### config.mk
export PLATFORM = sky130hd
export DESIGN_NAME = riscv_core_mul_seq
export DESIGN_NICKNAME = d
export VERILOG_FILES = /design/src/rtl/riscv_core_mul_seq.sv
export SDC_FILE = /design/constraint.sdc
export NUM_CORES = 2
export LEC_CHECK = 0
export BUFFER_PORTS_ARGS = -buffer_cell sky130_fd_sc_hd__buf_4
export CAP_MARGIN = 5
export CORE_ASPECT_RATIO = 1.1
export CORE_MARGIN = 2
export CORE_UTILIZATION = 55
export CTS_BUF_LIST = sky130_fd_sc_hd__clkbuf_8
export DETAILED_ROUTE_END_ITERATION = 10
export GPL_TIMING_DRIVEN = 0
export PLACE_DENSITY = 0.71
export SKIP_LAST_GASP = 1
export SLEW_MARGIN = 20
export SYNTH_ARGS = -nofsm -noshare
export SYNTH_HDL_FRONTEND = slang
export SYNTH_SLANG_ARGS = --single-unit
### constraint.sdc
create_clock -name i_clk -period 11.5 [get_ports i_clk]
set_input_delay 1.15 -clock i_clk [delete_from_list [all_inputs] [get_ports i_clk]]
set_output_delay 1.15 -clock i_clk [all_outputs]
set_load 0.05 [all_outputs]
### src/rtl/riscv_core_mul_seq.sv
// ---------------------------------------------------------------------------
// riscv_core_mul_seq
//
// Iterative radix-4 multiplier sequencer for the M-extension execute stage.
// Each request's operands are converted to magnitudes. Two partial products
// per cycle are folded into a redundant sum/carry accumulator through one
// 128-bit 4:2 compressor. A final carry-propagate add and a conditional
// negation produce the 128-bit product. The requested 64-bit slice is then
// returned on a valid/ready handshake.
//
// Optional feature macro: RISCV_MUL_WORD_EN
//   When defined, i_mul_word=1 selects MULW. The operands are truncated to
//   32 bits, 16 iterations are run, and the result is sign-extended from bit
//   31. When the macro is undefined, i_mul_word is ignored.
//
// Ports
//   i_clk               clock, rising edge
//   i_rst_n             asynchronous active-low reset
//   i_mul_valid         request valid
//   o_mul_ready         sequencer idle, request can be accepted
//   i_mul_op [1:0]      00 MUL, 01 MULH, 10 MULHSU, 11 MULHU
//   i_mul_word          MULW request (only with RISCV_MUL_WORD_EN)
//   i_mul_rs1 [XLEN]    multiplicand
//   i_mul_rs2 [XLEN]    multiplier
//   i_mul_flush         abort any in-flight operation
//   o_mul_valid         result valid
//   i_mul_result_ready  consumer accepts the result
//   o_mul_result [XLEN] result
// ---------------------------------------------------------------------------

// 4:2 compressor: in1+in2+in3+in4+cin == out1+out2 (mod 2^W).
// out2 is already shifted into place. cout_o carries the weight-2^W bit
// that a wider chain would consume.
module riscv_core_mul_csa42 #(
    parameter int W = 128
) (
    input  logic [W-1:0] in1_i,
    input  logic [W-1:0] in2_i,
    input  logic [W-1:0] in3_i,
    input  logic [W-1:0] in4_i,
    input  logic         cin_i,
    output logic [W-1:0] out1_o,
    output logic [W-1:0] out2_o,
    output logic         cout_o
);
    logic [W-1:0] s1;
    logic [W-1:0] co;
    logic [W-1:0] ci;
    logic [W-2:0] carry_lo;

    always_comb begin
        s1       = in1_i ^ in2_i ^ in3_i;
        co       = (in1_i & in2_i) | (in1_i & in3_i) | (in2_i & in3_i);
        // The first-level carries ripple only one position, into the second level.
        ci       = {co[W-2:0], cin_i};
        out1_o   = s1 ^ in4_i ^ ci;
        carry_lo = (s1[W-2:0] & in4_i[W-2:0]) | (s1[W-2:0] & ci[W-2:0]) |
                   (in4_i[W-2:0] & ci[W-2:0]);
        out2_o   = {carry_lo, 1'b0};
        cout_o   = co[W-1];
    end
endmodule

module riscv_core_mul_seq #(
    parameter int XLEN = 64
) (
    input  logic            i_clk,
    input  logic            i_rst_n,
    input  logic            i_mul_valid,
    output logic            o_mul_ready,
    input  logic [1:0]      i_mul_op,
    input  logic            i_mul_word,
    input  logic [XLEN-1:0] i_mul_rs1,
    input  logic [XLEN-1:0] i_mul_rs2,
    input  logic            i_mul_flush,
    output logic            o_mul_valid,
    input  logic            i_mul_result_ready,
    output logic [XLEN-1:0] o_mul_result
);
    localparam int PW = 2 * XLEN;
    localparam int CW = $clog2(XLEN / 2) + 1;
    localparam logic [CW-1:0] N_FULL = CW'(XLEN / 2);

    localparam logic [1:0] S_IDLE = 2'd0;
    localparam logic [1:0] S_ITER = 2'd1;
    localparam logic [1:0] S_ADD  = 2'd2;
    localparam logic [1:0] S_DONE = 2'd3;

    function automatic logic [XLEN-1:0] abs_val(input logic [XLEN-1:0] v, input logic is_neg);
        // The magnitude of the most negative value is 2^(XLEN-1). It fits
        // because the result is read as unsigned.
        return is_neg ? (~v + 1'b1) : v;
    endfunction

    function automatic logic [PW-1:0] cond_negate(input logic [PW-1:0] v, input logic neg);
        return neg ? (~v + 1'b1) : v;
    endfunction

    logic [1:0]      state_q,     state_d;
    logic [CW-1:0]   cnt_q,       cnt_d;
    logic [PW-1:0]   mcand_q,     mcand_d;
    logic [XLEN-1:0] mplier_q,    mplier_d;
    logic [PW-1:0]   acc_sum_q,   acc_sum_d;
    logic [PW-1:0]   acc_carry_q, acc_carry_d;
    logic            neg_q,       neg_d;
    logic [1:0]      op_q,        op_d;
    logic [XLEN-1:0] result_q,    result_d;
    logic [CW-1:0]   n_term;

    logic [PW-1:0]   csa_out1;
    logic [PW-1:0]   csa_out2;
    logic            csa_cout_unused;
    logic [PW-1:0]   pp0;
    logic [PW-1:0]   pp1;
    logic [PW-1:0]   prod;

    logic [XLEN-1:0] rs1_eff;
    logic [XLEN-1:0] rs2_eff;
    logic            rs1_neg;
    logic            rs2_neg;

`ifdef RISCV_MUL_WORD_EN
    localparam logic [CW-1:0] N_WORD = CW'(XLEN / 4);
    logic word_q, word_d;
    assign n_term = word_q ? N_WORD : N_FULL;
`else
    logic unused_word;
    assign unused_word = i_mul_word;
    assign n_term      = N_FULL;
`endif

    // Both partial products for the current multiplier digit.
    assign pp0 = mcand_q & {PW{mplier_q[0]}};
    assign pp1 = (mcand_q << 1) & {PW{mplier_q[1]}};

    riscv_core_mul_csa42 #(.W(PW)) u_csa42 (
        .in1_i  (acc_sum_q),
        .in2_i  (acc_carry_q),
        .in3_i  (pp0),
        .in4_i  (pp1),
        .cin_i  (1'b0),
        .out1_o (csa_out1),
        .out2_o (csa_out2),
        .cout_o (csa_cout_unused)
    );

    assign prod = cond_negate(acc_sum_q + acc_carry_q, neg_q);

    // Operand conditioning. MUL and MULHU are unsigned. MULH signs both
    // operands and MULHSU signs rs1 only. MULW is handled unsigned because
    // the low 32 product bits do not depend on signedness.
    always_comb begin
        rs1_eff = i_mul_rs1;
        rs2_eff = i_mul_rs2;
        rs1_neg = (i_mul_op == 2'b01 || i_mul_op == 2'b10) && i_mul_rs1[XLEN-1];
        rs2_neg = (i_mul_op == 2'b01) && i_mul_rs2[XLEN-1];
`ifdef RISCV_MUL_WORD_EN
        if (i_mul_word) begin
            rs1_eff = {{(XLEN-32){1'b0}}, i_mul_rs1[31:0]};
            rs2_eff = {{(XLEN-32){1'b0}}, i_mul_rs2[31:0]};
            rs1_neg = 1'b0;
            rs2_neg = 1'b0;
        end
`endif
    end

    always_comb begin
        state_d     = state_q;
        cnt_d       = cnt_q;
        mcand_d     = mcand_q;
        mplier_d    = mplier_q;
        acc_sum_d   = acc_sum_q;
        acc_carry_d = acc_carry_q;
        neg_d       = neg_q;
        op_d        = op_q;
        result_d    = result_q;
`ifdef RISCV_MUL_WORD_EN
        word_d      = word_q;
`endif
        case (state_q)
            S_IDLE: begin
                if (i_mul_valid && !i_mul_flush) begin
                    mcand_d     = {{XLEN{1'b0}}, abs_val(rs1_eff, rs1_neg)};
                    mplier_d    = abs_val(rs2_eff, rs2_neg);
                    neg_d       = rs1_neg ^ rs2_neg;
                    op_d        = i_mul_op;
                    acc_sum_d   = '0;
                    acc_carry_d = '0;
                    cnt_d       = '0;
`ifdef RISCV_MUL_WORD_EN
                    word_d      = i_mul_word;
`endif
                    state_d     = S_ITER;
                end
            end
            S_ITER: begin
                // The terminal count is checked before an iteration, so the
                // counter reaches exactly n_term and never wraps.
                if (cnt_q == n_term) begin
                    state_d = S_ADD;
                end else begin
                    acc_sum_d   = csa_out1;
                    acc_carry_d = csa_out2;
                    mcand_d     = mcand_q << 2;
                    mplier_d    = mplier_q >> 2;
                    cnt_d       = cnt_q + 1'b1;
                end
            end
            S_ADD: begin
`ifdef RISCV_MUL_WORD_EN
                if (word_q)
                    result_d = {{(XLEN-32){prod[31]}}, prod[31:0]};
                else
`endif
                if (op_q == 2'b00)
                    result_d = prod[XLEN-1:0];
                else
                    result_d = prod[PW-1:XLEN];
                state_d = S_DONE;
            end
            default: begin
                if (i_mul_result_ready)
                    state_d = S_IDLE;
            end
        endcase
        if (i_mul_flush)
            state_d = S_IDLE;
    end

    always_ff @(posedge i_clk or negedge i_rst_n) begin
        if (!i_rst_n) begin
            state_q     <= S_IDLE;
            cnt_q       <= '0;
            mcand_q     <= '0;
            mplier_q    <= '0;
            acc_sum_q   <= '0;
            acc_carry_q <= '0;
            neg_q       <= 1'b0;
            op_q        <= 2'b00;
            result_q    <= '0;
`ifdef RISCV_MUL_WORD_EN
            word_q      <= 1'b0;
`endif
        end else begin
            state_q     <= state_d;
            cnt_q       <= cnt_d;
            mcand_q     <= mcand_d;
            mplier_q    <= mplier_d;
            acc_sum_q   <= acc_sum_d;
            acc_carry_q <= acc_carry_d;
            neg_q       <= neg_d;
            op_q        <= op_d;
            result_q    <= result_d;
`ifdef RISCV_MUL_WORD_EN
            word_q      <= word_d;
`endif
        end
    end

    assign o_mul_ready  = (state_q == S_IDLE);
    assign o_mul_valid  = (state_q == S_DONE);
    assign o_mul_result = result_q;

endmodule
# Yosys cells after proc, flatten, opt, wreduce, memory -nomap -nowiden
# Index checks and enable logic that the tools add are counted.
# Widths: inputs -> output; s select.
[op_classes] add_sub_neg=5 n_eq_ne=10 muxes=23 n_bitwise=20 reduce_logical=12
[ops] cell="$mux 128" count=6
[ops] cell="$pmux 128 s2" count=3
[ops] cell="$and 127x127->127" count=6
[ops] cell="$xor 128x128->128" count=4
[ops] cell="$or 127x127->127" count=4
[ops] cell="$mux 64" count=5
[ops] cell="$and 128x128->128" count=2
[ops] cell="$add 128x1->128 const B" count=1
[ops] cell="$add 128x128->128" count=1
[ops] cell="$add 64x1->64 const B" count=2
[ops] cell="$not 128->128" count=1
[ops] cell="$not 64->64" count=2
[ops] cell="$pmux 64 s2" count=1
[ops] cell="$mux 6" count=2
[ops] cell="$pmux 6 s2" count=1
[ops] cell="$mux 2" count=4
[ops] cell="$add 6x1->6 const B" count=1
[ops] cell="$eq 2x2->1 const B" count=3
[ops] cell="$eq 6x6->1 const B" count=1
[ops] cell="$pmux 2 s3" count=1
[ops] cell="$reduce_and 3->1" count=2
[ops] cell="$reduce_bool 5->1" count=1
[ops] cell="$eq 2x1->1 const B" count=2
[ops] cell="$logic_not 2->1" count=2
[ops] cell="other kinds (10)" count=12
[totals] register_bits=523

# Longest topological paths before layout
[logic_depth] ltp_word=9 ltp_mapped=19 mapped_depth_nobuf=16

# Hierarchy
# A second synthesis with hierarchy kept.
[hier_totals] hier_cells=5882 hier_area_um2=46465.8
[modules_own_cells] module="riscv_core_mul_seq" instances=1 cells_per_inst=5615 area_per_inst_um2=41293.4 seq_area_each_um2=13087.6
[modules_own_cells] module="riscv_core_mul_csa42" instances=1 cells_per_inst=267 area_per_inst_um2=5172.5 seq_area_each_um2=0.0

# Worst setup path before layout
# No wires, ideal clock.
[synth_timing] kind="register to register" startpoint="register acc_sum_q[2]" endpoint="register result_q[52], in the netlist o_mul_result[52]" setup_ns=0.126 arrival_time_ns=4.930 required_time_ns=11.374 setup_slack_ns=6.444 path_stages_with_launch=19 n_path_buf=2 period_less_slack_ns=5.056 cell_sequence="dfrtp_1 > ha_1 > fa_1 > a211oi_2 > o211ai_1 > a21oi_2 > o211ai_2 > a21oi_4 > xnor2_1 > or3_1 > clkbuf_1 > or4_1 > buf_2 > nor4_2 > nand4_2 > or2_1 > nor3_1 > nor3_1 > o32a_1"
[synth_between] elab_chain_cells=5
[synth_lines] element="start: declaration" line_no="103" source="logic [PW-1:0] acc_sum_q, acc_sum_d;"
[synth_lines] element="start signal: assignment" line_no="249" source="acc_sum_q <= acc_sum_d;"
[synth_lines] element="$add 128x128->128 *" line_no="147" source="assign prod = cond_negate(acc_sum_q + acc_carry_q, neg_q);"
[synth_lines] element="$not 128->128" line_no="96" source="return neg ? (~v + 1'b1) : v;"
[synth_lines] element="$add 128x1->128" line_no="96"
[synth_lines] element="$mux 128 *" line_no="96"
[synth_lines] element="$mux 64 *" line_no="215" source="if (op_q == 2'b00)"
[synth_lines] element="end signal: assignment" line_no="253" source="result_q <= result_d;"
[synth_lines] element="end: declaration" line_no="107" source="logic [XLEN-1:0] result_q, result_d;"
# Mark *: on every way between the ends. The rest lies on a longest branch, timed or not.
# A chain may end at the register's enable or synchronous reset.

# Worst setup path after layout
[layout_timing] startpoint="register acc_sum_q[82]" endpoint="register result_q[38], in the netlist o_mul_result[38]"
# The elaborated chain is that of the path after synthesis.

==> impl_metrics.yaml <==
outcome:
  status: "complete, no violations"
floorplan:
  die-area_um2: 87000
  coreArea_um2: 83600
  num_rows: 111
  start_util_pct: 55.7
  die_y_um: 309
  dieWidth_um: 281
  ios: 202
timing:
  fin_setup_tns_ns: 0
  fmax_mhz: 126
  finalSetupViolCount: 0
  holdWs_ns: 0.196
  slew_headroom_pct: 12.7
  worstMarginPinSlew_ns: 1.28
  timing.final.crit_share_pct: 69.2
  fin_skew_ns: 0.0713
  drv_slew: 0
  finalCriticalPeriod_ns: 7.96
  rsz0062_at_grt: "false"
  finalHoldViolations: 0
logic_synthesis:
  ys_warn_count: 0
  yosysSeqAreaShare_pct: 28.0
  synth-main-ff-cell: "dfrtp_1"
  synth_edf_count: 0
  synth_area_um2: 46600
  synthCells: 5883
  synthArstFlopShare_pct: 100
  syn_nets: 6408
  synth-seq-cells: 521
  yosysUniqueCellTypes: 118
  synth_area_per_cell_um2: 7.91
routing:
  wl_met2_mm: 84.3
  drt_iter0_markers: 5528
  post_drt_wl_per_cell_um: 26.1
  wl_mm: 193
  top_layer: "met5"
  ant_nets: 0
  met3_length_mm: 19.7
  drc: 0
  first_pass_iters: 9
  m1WireLength_mm: 75.2
  num_vias: 48300
  vias_per_cell: 6.54
final_layout:
  syn_to_final_growth_pct: 11.2
  nNetsFinal: 6711
  mostFrequentLayoutCells: "nand2_1, o21ai_0, dfrtp_1, a21oi_1, nor2_1"
  final_common_cell: "nand2_1"
  drive_gt1_share_pct: 7.90
  fin_cells: 7390
  design_area_um2: 51800
clock_network:
  clk_path_buf_depth: 3
  h-tree-depth: 3
  clk_pin_slew_ns: 0.08
  tritoncts: "yes"
  worst_skew_pair.late_latency_ns: 0.77
  cts-root-buf: "clkbuf_8"
  cts_resized: 0
  postCtsHoldBufs: 0
  clkSinkCount: 521
  numCtsBuffers: 88
  postCtsSetupRepairBufs: 0
global_route:
  grtUsageTotal_pct: 43.9
  grt_pass1_vias: 46100
  grt_max_degree: 102
  antenna_found_initial: 10
  grt_pass1_wl_mm: 287
  grt_overflow: 0
worst_setup_path:
  crit_family: "simple AND/OR/NAND/NOR gates"
  cpMaxStageDelayCell: "nor3_1"
  max_stage_delay_ns: 0.99
  worstSetupPathDepth: 16
  path_class: "reg2reg"
  cp.required_ns: 12.13
  crit_chain: "ha_1 -> clkbuf_1 -> nand2_1 -> nor2_1 -> nand2_1 -> nor3_1 -> o2111ai_1 -> nand2_1 -> xor2_1 -> a2111o_1 -> nor4_2 -> nand3_2 -> o31ai_1 -> xor2_1 -> a21oi_1 -> mux2_2"
  crit_top_cell: "nand2_1"
  critPathArrivalTime_ns: 8.59
  critPathMaxFanout: 9
  crit_path_end: "o_mul_result[38]"
  endpoint_kind: "flip-flop"
  r2r-start: "acc_sum_q[82]"
  r2r_slack_ns: 3.54
  worst-path-buf-inv: 1
  r2r_end: "o_mul_result[38]"
  critPathLaunch: "acc_sum_q[82]"
  startpoint_type: "flip-flop"
  reg2reg_depth: 16
pwr:
  vdd_drop_max_mv: 0.187
  power_density_nw_per_um2: 244
  p_leak_uw: 0.0219
  power_uw: 12600
place:
  post-place-cells: 7226
  gp_congestion: 1.07
  place.port_buffers: 200
  place_hpwl_mm: 154
  place_area_um2: 49800
flow_run:
  max_cap_violations: 0
hold_path:
  hp-class: "in2async"
-- state kept, by name, indices dropped and copies added (netlist names) --
signal	cells
mplier_q	64
op_q	2
acc_carry_q	126
state_q	2
neg_q	1
o_mul_result	64
cnt_q	6
acc_sum_q	128
mcand_q	128
-- synth_stat cells, drive strengths merged, types with 10 or more instances --
cell | instances | area share (%)
ha | 137 | 3.7
nand3 | 88 | 0.98
or4 | 24 | 0.39
o21ai | 749 | 8.1
a21o | 36 | 0.58
a211oi | 42 | 0.72
inv | 82 | 0.66
o31ai | 64 | 1.1
dfrtp | 521 | 28
o211ai | 54 | 0.89
o21a | 32 | 0.52
a31oi | 37 | 0.53
and2 | 285 | 3.8
a221oi | 21 | 0.42
mux2i | 22 | 0.47
nand2b | 43 | 0.58
fa | 252 | 11
buf | 55 | 0.54
and3 | 18 | 0.24
xnor2 | 120 | 2.3
o21bai | 18 | 0.29
nand4 | 116 | 1.6
nor2b | 15 | 0.20
a211o | 18 | 0.34
a311oi | 13 | 0.24
xor2 | 129 | 2.4
a21boi | 14 | 0.23
nor2 | 410 | 3.3
o311ai | 10 | 0.19
clkbuf | 321 | 2.6
nor3 | 119 | 1.3
nand2 | 1123 | 9.1
a21oi | 457 | 5.0
mux2 | 21 | 0.51
o22ai | 25 | 0.35
nor3b | 10 | 0.16
or3 | 58 | 0.78
o221ai | 23 | 0.46
or2 | 25 | 0.34
nor4 | 56 | 0.86
o41ai | 25 | 0.54
and4 | 29 | 0.55
-- per-layer routing --
metal  track usage, %  vias up
met5                0        -
met4             26.7        8
met3             10.2      604
met2             67.2     2797
met1             56.6    23400
li1                 -    21500
-- cells by family (layout without fill, tap and decap cells) --
logic type | count (synthesis) | count (layout) | synth area share [%]
DFF | 521 | 521 | 28.0
other | 0 | 4 | 0
and+or+nand+nor | 2462 | 2462 | 25.0
xor gates and xnor gates | 249 | 249 | 4.68
muxes | 43 | 43 | 0.981
adders and majority gates | 389 | 389 | 14.5
AOI/OAI and AO/OA | 1759 | 1759 | 23.0
buffers and inverters | 460 | 833 | 3.80
-- cell type report --
| type | instances | area [um2] |
|---|---|---|
| Clock inverter | 52 | 497 |
| Sequential cell | 521 | 13000 |
| Inverter | 84 | 315 |
| Buffer | 376 | 1460 |
| Clock buffer | 108 | 1490 |
| Fill cell | 7396 | 31800 |
| Antenna cell | 4 | 10.0 |
| Tap cell | 1130 | 1410 |
| Timing Repair Buffer | 213 | 1740 |
| Multi-Input combinational cell | 4902 | 31800 |
-- worst min path at each step --
stage,startpoint,endpoint,depth (start not counted)
global route,i_rst_n,o_mul_result[6],1
floorplan,mplier_q[62],mplier_q[62],2
CTS,i_rst_n,o_mul_result[6],1
detailed placement,o_mul_result[44],o_mul_result[44],1
finish,i_rst_n,o_mul_result[8],1
global placement,mcand_q[127],mcand_q[127],2
-- power by group --
part | internal [uW] | leakage [uW] | total, uW | switching (uW)
Sequential | 2290 | 0.00698 | 2780 | 488
Clock | 1040 | 0.00110 | 1910 | 866
Combinational | 2310 | 0.0138 | 7940 | 5640
Total | 5640 | 0.0219 | 12600 | 6990
-- metrics by stage --
step / setup WS (ns) / util, %
6_report: 3.54 / 61.9
5_1_grt: 3.71 / 61.9
4_1_cts: 4.10 / 61.9
3_5_place_dp: 4.11 / 59.5
3_3_place_gp: 3.61 / 59.2
2_1_floorplan: 6.44 / -
-- worst reg2reg max path, delay by kind of cell (launching register included) --
family                     cells  cell delay (ns)
xor gates and xnor gates       2             0.49
AOI/OAI and AO/OA              4             2.03
DFF                            1             0.43
adders and majority gates      1             0.30
buffers and inverters          1             0.49
and+or+nand+nor                7             3.73
muxes                          1             0.34
Power figures use the tool's default switching activity.
